File: src/rtl/top_level_cpu.sv
// Hardwired signed 16x16 multiply engine: reads 16 big-endian operand pairs from
// bytes 0-63 of its private data memory and writes the 32-bit products to OUT_BASE.

module data_mem (
    input  logic       clk,
    input  logic       we,
    input  logic [7:0] addr,
    input  logic [7:0] wdata,
    output logic [7:0] rdata
);

    logic [7:0] core [0:255];

    // Plain always so the bench can preload the array hierarchically; contents survive reset.
    always @(posedge clk) begin
        if (we)
            core[addr] <= wdata;
    end

    assign rdata = core[addr];

endmodule

module top_level_cpu #(
    parameter int NUM_PAIRS = 16,
    parameter int OUT_BASE  = 64
) (
    input  logic clk,
    input  logic reset,
    output logic done
);

    typedef enum logic [1:0] {
        ST_LOAD,
        ST_MUL,
        ST_STORE,
        ST_DONE
    } state_t;

    localparam logic [7:0] OUT_BASE_B = 8'(OUT_BASE);
    localparam logic [3:0] LAST_PAIR  = 4'(NUM_PAIRS - 1);

    state_t      state, state_n;
    logic [3:0]  k, k_n;
    logic [1:0]  b, b_n;
    logic [31:0] opnd;
    logic [31:0] prod;
    logic        done_n;

    logic [7:0]  mem_addr;
    logic [7:0]  mem_wdata;
    logic [7:0]  mem_rdata;
    logic        store_we;
    logic        mem_we;

    // A reset edge must never land a product byte, whatever state the engine is in.
    assign mem_we = store_we & reset;

    data_mem dm1 (
        .clk   (clk),
        .we    (mem_we),
        .addr  (mem_addr),
        .wdata (mem_wdata),
        .rdata (mem_rdata)
    );

    always_comb begin
        state_n   = state;
        k_n       = k;
        b_n       = b;
        done_n    = 1'b0;
        store_we  = 1'b0;
        mem_addr  = {2'b00, k, b};
        mem_wdata = 8'h00;

        case (state)
            ST_LOAD: begin
                if (b == 2'd3)
                    state_n = ST_MUL;
                else
                    b_n = b + 2'd1;
            end

            ST_MUL: begin
                b_n     = 2'd0;
                state_n = ST_STORE;
            end

            ST_STORE: begin
                store_we = 1'b1;
                mem_addr = OUT_BASE_B + {2'b00, k, b};
                case (b)
                    2'd0:    mem_wdata = prod[31:24];
                    2'd1:    mem_wdata = prod[23:16];
                    2'd2:    mem_wdata = prod[15:8];
                    default: mem_wdata = prod[7:0];
                endcase
                if (b == 2'd3) begin
                    if (k == LAST_PAIR) begin
                        state_n = ST_DONE;
                        done_n  = 1'b1;
                    end else begin
                        k_n     = k + 4'd1;
                        b_n     = 2'd0;
                        state_n = ST_LOAD;
                    end
                end else begin
                    b_n = b + 2'd1;
                end
            end

            ST_DONE: begin
                done_n = 1'b1;
            end

            default: begin
                state_n = ST_LOAD;
            end
        endcase
    end

    // Operand bytes shift in MSB first, leaving A in [31:16] and B in [15:0].
    always_ff @(posedge clk) begin
        if (!reset) begin
            state <= ST_LOAD;
            k     <= 4'd0;
            b     <= 2'd0;
            opnd  <= 32'd0;
            prod  <= 32'd0;
            done  <= 1'b0;
        end else begin
            state <= state_n;
            k     <= k_n;
            b     <= b_n;
            done  <= done_n;
            if (state == ST_LOAD)
                opnd <= {opnd[23:0], mem_rdata};
            if (state == ST_MUL)
                prod <= $signed(opnd[15:0]) * $signed(opnd[31:16]);
        end
    end

endmodule

File: config.mk
export PLATFORM = sky130hd
export DESIGN_NAME = top_level_cpu
export DESIGN_NICKNAME = d
export VERILOG_FILES = /design/src/rtl/top_level_cpu.sv
export SDC_FILE = /design/constraint.sdc
export NUM_CORES = 1
export LEC_CHECK = 0
export ABC_AREA = 1
export CORE_AREA = 3 3 40 42
export CTS_CLUSTER_DIAMETER = 200
export CTS_CLUSTER_SIZE = 20
export DETAILED_ROUTE_END_ITERATION = 12
export DIE_AREA = 0 0 43 45
export HOLD_SLACK_MARGIN = 0.15
export SETUP_SLACK_MARGIN = 0.4
export SKIP_LAST_GASP = 1
export SLEW_MARGIN = 20
export SYNTH_ARGS = -nofsm -noshare
export SYNTH_HDL_FRONTEND = slang
export SYNTH_SLANG_ARGS = --single-unit
File: constraint.sdc
create_clock -name clk -period 3.3 [get_ports clk]
set_clock_uncertainty 0.15 [all_clocks]
set_input_delay 0.33 -clock clk [delete_from_list [all_inputs] [get_ports clk]]
set_output_delay 0.33 -clock clk [all_outputs]
set_load 0.1 [all_outputs]
==> impl_metrics.env, run 1 <==
export IMPL_critPathRequiredTime_ns=2.82
export IMPL_start_util_pct=42.2
export IMPL_utilization_pct=47.2
export IMPL_cts_htree_levels=1
export IMPL_ys_warn_count=0
export IMPL_port_buffers=2
export IMPL_grt_max_degree=8
export IMPL_syn_num_nets=86
export IMPL_netlist_area_um2=542
export IMPL_crit_reg2reg_launch="state[0]$_SDFFE_PN0P_"
export IMPL_path_clk_slew_ns=0.06
export IMPL_critPathKind="flop to output pin"
export IMPL_powerDensity_nw_per_um2=465
export IMPL_cts_tree="yes"
export IMPL_finalSetupViolCount=0
export IMPL_gp_congestion=0.750
export IMPL_cts_sinks=9
export IMPL_cts_buffers=3
export IMPL_yosysSeqAreaShare_pct=33.3
export IMPL_clkLatencyLatePin_ns=0.26
export IMPL_maxCapViolations=0
export IMPL_die_x_um=43
export IMPL_die_area_um2=1940
export IMPL_fp_dieH_um=45
export IMPL_wirelength_um=905
export IMPL_start_kind="flop"
export IMPL_r2r_cells=8
export IMPL_core_area_um2=1280
export IMPL_synth_cell_types=16
export IMPL_synth_cells=77
export IMPL_final_period_utilization_pct=65.5
export IMPL_worst_ep_arrival_time_ns=1.68
export IMPL_leakagePower_nw=0.283
export IMPL_path_max_fanout=1
export IMPL_grt_pass1_vias=388
export IMPL_firstDrtPassIters=3
export IMPL_rsz0062_at_grt="no"
export IMPL_final_hold_viol_count=0
export IMPL_grt_overflow_total=0
export IMPL_num_vias=461
export IMPL_ctsResizeCount=0
export IMPL_crit_chain="clkdlybuf4s50_1"
export IMPL_critPathTopFamily="buffers and inverters"
export IMPL_worst_pin_slew_ns=0.960
export IMPL_status="completed"
export IMPL_antenna_found_initial=0
export IMPL_syn_avg_cell_area_um2=7.04
export IMPL_num_nets_final=93
export IMPL_relSlewSlack_pct=35.8
export IMPL_rrSetupSlack_ns=1.74
export IMPL_cp_num_cells=1
export IMPL_critical_path_startpoint="done$_SDFF_PN0_"
export IMPL_areaGrowthSynthToFinish_pct=12.0
export IMPL_drive_above_1_share_pct=7.23
export IMPL_slowest_stage="clkdlybuf4s50_1"
export IMPL_grt_pass1_wl_um=1570
export IMPL_diodes=0
export IMPL_hp_class="flop to flop"
export IMPL_rows=13
export IMPL_ctsLongestPathBuffers=2
export IMPL_max_stage_delay_ns=1.12
export IMPL_drtAntennaViolNets=0
export IMPL_first_iter_violations=8
export IMPL_tns_ns=0
export IMPL_reg2reg_to="k[2]$_SDFFE_PN0P_"
export IMPL_cts_setup_buffers=0
export IMPL_ir_drop_mv=0.182
export IMPL_route_detailed_drc=0
export IMPL_grt_total_usage_pct=11.3
export IMPL_vias_per_cell=4.70
export IMPL_endpoint_kind="output pin"
export IMPL_cp_endpoint="done"
export IMPL_place_detailed_hpwl_um=718
export IMPL_wl_per_cell_um=9.23
export IMPL_ios=3
export IMPL_timing_fmax_mhz=463
export IMPL_ctsHoldBuffers=0
export IMPL_drv_slew=0
export IMPL_ys_ff_latch=9
export IMPL_min_period_ns=2.16
export IMPL_cts_root_buf="clkbuf_4"
export IMPL_path_buf_inv=1
-- per-stage QoR --
stage                     power (mW)  hold WS (ns)  worst slack [ns]  cells  area (um^2)
final                          0.282         0.352              1.14     98          607
after global routing           0.303         0.389              1.10     98          607
after CTS                      0.285         0.356              1.13     98          607
after detailed placement       0.200         0.338              1.42     94          581
after floorplan                0.186         0.301              1.87     77          542
after global placement         0.199         0.333              1.41     94          581
-- how the worst min path moves through the flow --
| stage | startpoint | end | cells after the start |
|---|---|---|---|
| finish | b[1]$_SDFFE_PN0P_ | b[1]$_SDFFE_PN0P_ | 2 |
| global route | b[1]$_SDFFE_PN0P_ | b[1]$_SDFFE_PN0P_ | 2 |
| CTS | b[1]$_SDFFE_PN0P_ | b[1]$_SDFFE_PN0P_ | 2 |
| detailed placement | b[1]$_SDFFE_PN0P_ | b[1]$_SDFFE_PN0P_ | 2 |
| global placement | b[1]$_SDFFE_PN0P_ | b[1]$_SDFFE_PN0P_ | 2 |
| floorplan | reset | b[1]$_SDFFE_PN0P_ | 2 |
-- sequential cells by signal, summed over array words and instances, names as in the netlist --
signal,flops
done,1
b,2
k,4
state,2
-- synthesized netlist by cell type --
library cell	n	area, um^2
ha_1	7	87.6
nand3_1	5	25.0
nand2_1	17	63.8
nand4_1	2	12.5
dfxtp_1	9	180
a21oi_1	5	25.0
inv_4	1	6.26
nand2_4	1	11.3
nand3_2	1	10.0
o21ai_0	3	15.0
a31oi_1	1	6.26
nor2_1	12	45.0
o21ai_1	1	5.00
inv_1	10	37.5
clkinv_1	1	3.75
a21o_1	1	7.51
-- logic make-up (layout without fill, tap and decap cells) --
logic type      count (synthesis)  in the layout  synth area share (%)
buf+inv                        12             18                  8.78
fa+ha+maj                       7              7                  16.2
flops                           9              9                  33.3
compound gates                 11             11                  10.9
simple gates                   38             38                  30.9
-- cells in the final DEF (no fill, tap or decap) --
master and count:
inv_4 1, nor2_1 12, inv_1 10, nand2_1 17, o21ai_0 3, a31oi_1 1, a21oi_1 5, clkdlybuf4s50_1 2
ha_1 7, dfxtp_1 9, a21o_1 1, o21ai_1 1, nand3_2 1, nand4_1 2, nand2_4 1, clkbuf_4 3
nand3_1 5, clkbuf_1 1, clkinv_1 1
-- where the power goes --
part	total, mW	switching, mW	internal (mW)
clock	0.0848	0.0382	0.0466
sequential	0.131	0.0101	0.121
combinational	0.0664	0.0365	0.0300
total	0.282	0.0847	0.197
-- area by class of cell --
class                      count  area [um^2]
fill                         148          678
multi-input combinational     56          314
sequential                     9          180
inverter                      12         47.5
clock buffer                   4         26.3
timing repair buffer           2         20.0
tap                           15         18.8
-- per-layer routing --
metal,vias up,GRT usage [%],part of all wire (%)
li1,256,-,-
met1,196,14.0,50
met2,5,16.2,43
met3,4,1.20,2.2
met4,0,12.7,5.0
met5,-,0,0
Note: power is estimated with default switching activity, not from simulation.
==> run 2: changes to the inputs <==
- clock period: 3.3 -> 2.05 ns (I/O delays scaled with it)
==> impl_metrics.env, run 2 (same netlist as run 1, synthesis figures left out) <==
export IMPL_min_period_ns=1.47
export IMPL_critPathRequiredTime_ns=2.06
export IMPL_path_clk_slew_ns=0.07
export IMPL_num_vias=473
export IMPL_layout_commonest_cell="nand2_1"
export IMPL_cts_tree="yes"
export IMPL_gp_congestion=0.747
export IMPL_fp_dieH_um=45
export IMPL_multi_input_area_um2=314
export IMPL_first_iter_violations=11
export IMPL_leakagePower_nw=0.286
export IMPL_finalInstanceArea_um2=606
export IMPL_grt_total_usage_pct=11.9
export IMPL_rows=13
export IMPL_core_area_um2=1280
export IMPL_rrSetupSlack_ns=0.58
export IMPL_maxCapViolations=0
export IMPL_cts_root_buf="clkbuf_4"
export IMPL_final_period_utilization_pct=71.6
export IMPL_finalSetupViolCount=0
export IMPL_relSlewSlack_pct=81.6
export IMPL_critPathKind="flop to flop"
export IMPL_drv_slew=0
export IMPL_drive_above_1_share_pct=9.64
export IMPL_areaGrowthSynthToFinish_pct=11.8
export IMPL_place_inst=94
export IMPL_grt_pass1_vias=440
export IMPL_grt_max_degree=8
export IMPL_ir_drop_mv=0.323
export IMPL_die_area_um2=1940
export IMPL_worst_ep_arrival_time_ns=1.47
export IMPL_route_detailed_drc=0
export IMPL_cts_buffers=3
export IMPL_clkLatencyLatePin_ns=0.26
export IMPL_cts_sinks=9
export IMPL_die_x_um=43
export IMPL_stdcell_count=98
export IMPL_place_area_um2=578
export IMPL_grt_overflow_total=0
export IMPL_port_buffers=2
export IMPL_rsz0062_at_grt="no"
export IMPL_ios=3
export IMPL_start_kind="flop"
export IMPL_worst_pin_slew_ns=0.278
export IMPL_diodes=0
export IMPL_ctsLongestPathBuffers=2
export IMPL_antenna_found_initial=0
export IMPL_place_detailed_hpwl_um=720
export IMPL_wl_per_cell_um=9.55
export IMPL_final_cell_mix="17 x nand2_1, 12 x nor2_1, 10 x inv_1, 8 x dfxtp_1, 7 x ha_1"
export IMPL_dp_worst_setup_slack_ns=0.517
export IMPL_num_nets_final=93
export IMPL_cts_htree_levels=1
export IMPL_ff_latch_area_um2=181
export IMPL_wirelength_um=936
export IMPL_fill_cells=138
export IMPL_path_max_fanout=7
export IMPL_endpoint_kind="flop"
export IMPL_largest_register_ffs=4
export IMPL_tns_ns=0
export IMPL_firstDrtPassIters=4
export IMPL_reg_top3="k: 4 flops, b: 2 flops, state: 2 flops"
export IMPL_powerDensity_nw_per_um2=755
export IMPL_start_util_pct=42.2
export IMPL_hp_class="flop to flop"
export IMPL_vias_per_cell=4.83
export IMPL_setup_ws_ns=0.581
export IMPL_final_hold_viol_count=0
export IMPL_status="completed"
export IMPL_drtAntennaViolNets=0
export IMPL_timing_fmax_mhz=681
export IMPL_top_register="k"
export IMPL_cts_setup_buffers=0
export IMPL_utilization_pct=47.1
export IMPL_grt_pass1_wl_um=1710
[run 2: changes by cell type in the layout (fill, tap and decap cells not counted), sizes merged]
cell,change
buf,+1
clkdlybuf4s50,-1
[run 2: area by class of cell]
class                   count  share of cell area [%]
flip-flops and latches      9                    30.0
inverters                  12                    7.85
clock buffers               4                    4.34
repair buffers              2                    2.89
well taps                  15                    3.10
multi-input cells          56                    51.9
[run 2: final timing paths]
path | cells after the start | startpoint | to
setup reg to reg | 8 | state[0]$_SDFFE_PN0P_ | k[2]$_SDFFE_PN0P_
hold reg to reg | 2 | b[1]$_SDFFE_PN0P_ | b[1]$_SDFFE_PN0P_
setup / recovery | 8 | state[0]$_SDFFE_PN0P_ | k[2]$_SDFFE_PN0P_
hold / removal | 2 | b[1]$_SDFFE_PN0P_ | b[1]$_SDFFE_PN0P_
[run 2: what timing repair did]
action                     4_1_cts  5_1_grt
setup endpoints to repair        0        4
gates resized for setup          0        1
hold buffers                     0        0
[run 2: critical path, stage by stage, from the launching register on]
cell	delay, ns
dfxtp_2	0.38
inv_1	0.07
ha_1	0.22
nand2_1	0.09
clkinv_1	0.11
nand2_4	0.12
inv_4	0.04
a21oi_1	0.11
nor2_1	0.05
[run 2: per-stage QoR]
| stage | hold slack [ns] | power, mW |
|---|---|---|
| finish | 0.340 | 0.457 |
| global placement | 0.330 | 0.320 |
| detailed placement | 0.333 | 0.320 |
| global route | 0.363 | 0.496 |
| floorplan | 0.176 | 0.299 |
| CTS | 0.343 | 0.465 |
[run 2: report_power, final]
part           total, mW  switching, mW  internal (mW)
Sequential         0.210         0.0150          0.195
Clock              0.141         0.0655         0.0751
Combinational      0.106         0.0582         0.0482
Total              0.457          0.139          0.319
[run 2: per-layer routing]
metal,vias to the layer above,part of all wire (%),track usage (%)
li1,260,-,-
met1,204,54,14.7
met2,5,41,18.3
met3,4,1.7,2.39
met4,0,2.7,9.04
met5,-,0,0
==> run 3: changes to the inputs <==
- clock period: 2.05 -> 1.2 ns (I/O delays scaled with it)
==> impl_metrics.env, run 3 (same netlist as run 1, synthesis figures left out) <==
export IMPL_setup_ws_ns=-0.0764
export IMPL_met1_length_um=541
export IMPL_cts_tree="yes"
export IMPL_cts_htree_levels=1
export IMPL_ios=3
export IMPL_hp_class="flop to flop"
export IMPL_start_util_pct=42.2
export IMPL_first_iter_violations=4
export IMPL_min_period_ns=1.28
export IMPL_rows=13
export IMPL_grt_overflow_total=0
export IMPL_min_delay_start="b[1]$_SDFFE_PN0P_"
export IMPL_ir_drop_mv=0.688
export IMPL_fp_dieH_um=45
export IMPL_clkLatencyLatePin_ns=0.26
export IMPL_antenna_found_initial=0
export IMPL_total_power_mw=0.911
export IMPL_start_kind="flop"
export IMPL_wl_per_cell_um=11.4
export IMPL_grt_pass1_vias=479
export IMPL_cts_sinks=9
export IMPL_cts_buffers=3
export IMPL_ctsHoldBuffers=0
export IMPL_port_buffers=2
export IMPL_relSlewSlack_pct=85.1
export IMPL_cts_root_buf="clkbuf_4"
export IMPL_max_stage_delay_ns=0.36
export IMPL_timing_fmax_mhz=783
export IMPL_gp_congestion=0.784
export IMPL_dr_wl_met3_um=40
export IMPL_route_detailed_drc=0
export IMPL_num_nets_final=102
export IMPL_crit_reg2reg_launch="state[0]$_SDFFE_PN0P_"
export IMPL_critPathKind="flop to flop"
export IMPL_worst_pin_slew_ns=0.222
export IMPL_layout_commonest_cell="nand2_1"
export IMPL_drive_above_1_share_pct=53.3
export IMPL_path_max_fanout=5
export IMPL_wirelength_um=1220
export IMPL_num_vias=518
export IMPL_endpoint_kind="flop"
export IMPL_ctsLongestPathBuffers=2
export IMPL_critical_path_startpoint="state[0]$_SDFFE_PN0P_"
export IMPL_largest_register_ffs=4
export IMPL_top_register="k"
export IMPL_finalSetupViolCount=7
export IMPL_die_area_um2=1940
export IMPL_path_clk_slew_ns=0.06
export IMPL_slowest_stage="dfxtp_4"
export IMPL_grt_max_degree=7
export IMPL_reg_top3="k: 4 flops, b: 2 flops, state: 2 flops"
export IMPL_areaGrowthSynthToFinish_pct=60.3
export IMPL_drv_slew=0
export IMPL_rsz0062_at_grt="yes"
export IMPL_wl_met2_um=618
export IMPL_routed_top_layer="met4"
export IMPL_whs_ns=0.363
export IMPL_maxCapViolations=0
export IMPL_final_period_utilization_pct=106
export IMPL_final_cell_mix="12 x nand2_1, 8 x nor2_1, 8 x inv_1, 8 x buf_4, 5 x dfxtp_2"
export IMPL_drtAntennaViolNets=0
export IMPL_crit_chain="inv_4, ha_4, nand2_4, clkinv_4, nand2_8, o21ai_0, nor2_1"
export IMPL_vias_per_cell=4.84
export IMPL_powerDensity_nw_per_um2=1050
export IMPL_die_x_um=43
export IMPL_grt_total_usage_pct=14.9
export IMPL_worst_ep_arrival_time_ns=1.28
export IMPL_status="finished, violations left"
export IMPL_core_area_um2=1280
export IMPL_final_hold_viol_count=0
export IMPL_grt_pass1_wl_um=2050
export IMPL_leakagePower_nw=0.418
export IMPL_firstDrtPassIters=4
export IMPL_diodes=0
export IMPL_place_detailed_hpwl_um=915
export IMPL_critPathRequiredTime_ns=1.20
export IMPL_violations="setup timing"
## run 3: changes by cell type in the layout (fill, tap and decap cells not counted), moves of 4 or more
cell,delta
buf_4,+7
dfxtp_1,-7
nand2_1,-5
a21oi_1,-4
a21oi_2,+4
dfxtp_2,+4
ha_1,-4
ha_4,+4
nand3_1,-4
nor2_1,-4
## run 3: worst paths after layout
kind,depth (start not counted),slack (ns),endpoint
max reg2reg,7,-0.08,k[1]$_SDFFE_PN0P_
max,7,-0.08,k[1]$_SDFFE_PN0P_
min,2,0.36,b[1]$_SDFFE_PN0P_
min reg2reg,2,0.36,b[1]$_SDFFE_PN0P_
## run 3: layer usage
| layer | vias to the layer above | track usage, % |
|---|---|---|
| met5 | - | 0 |
| met4 | 0 | 8.43 |
| met3 | 2 | 5.98 |
| met2 | 7 | 23.4 |
| met1 | 233 | 17.4 |
| li1 | 276 | - |
## run 3: worst max-delay path, delay by kind of cell, from the launching register on
| family | cells | cell delay, ns |
|---|---|---|
| AND/OR/NAND/NOR | 3 | 0.20 |
| adder cells (fa/ha/maj) | 1 | 0.15 |
| flip-flops | 1 | 0.36 |
| AO/OA/AOI/OAI | 1 | 0.18 |
| buffers and inverters | 2 | 0.14 |
## run 3: area by class of cell
class	instances	area, um^2
fill	101	417
clock buffer	4	26.3
timing repair buffer	11	101
multi-input combinational	56	462
sequential	9	198
tap	15	18.8
inverter	12	62.6
## run 3: power by group
part | internal, mW | switching (mW) | total (mW)
combinational | 0.148 | 0.151 | 0.300
clock | 0.128 | 0.108 | 0.237
sequential | 0.336 | 0.0386 | 0.375
## run 3: stage by stage
| stage | instance area [um^2] | setup slack (ns) | util, % | setup TNS (ns) | cells |
|---|---|---|---|---|---|
| 2_1_floorplan | 641 | 0.000258 | - | 0 | 77 |
| 3_3_place_gp | 749 | -0.0602 | 58.3 | -0.146 | 102 |
| 3_5_place_dp | 749 | -0.0712 | 58.3 | -0.201 | 102 |
| 4_1_cts | 817 | -0.0519 | 63.6 | -0.270 | 107 |
| 5_1_grt | 868 | -0.151 | 67.6 | -0.847 | 107 |
| 6_report | 868 | -0.0764 | 67.6 | -0.282 | 107 |
## run 3: what timing repair did
item / 4_1_cts / 5_1_grt
endpoints found under the setup margin: 10 / 10
endpoints found under the hold margin: 0 / 0
buffers inserted: 1 / 0
pin swaps: 11 / 5
gates resized for setup: 9 / 15
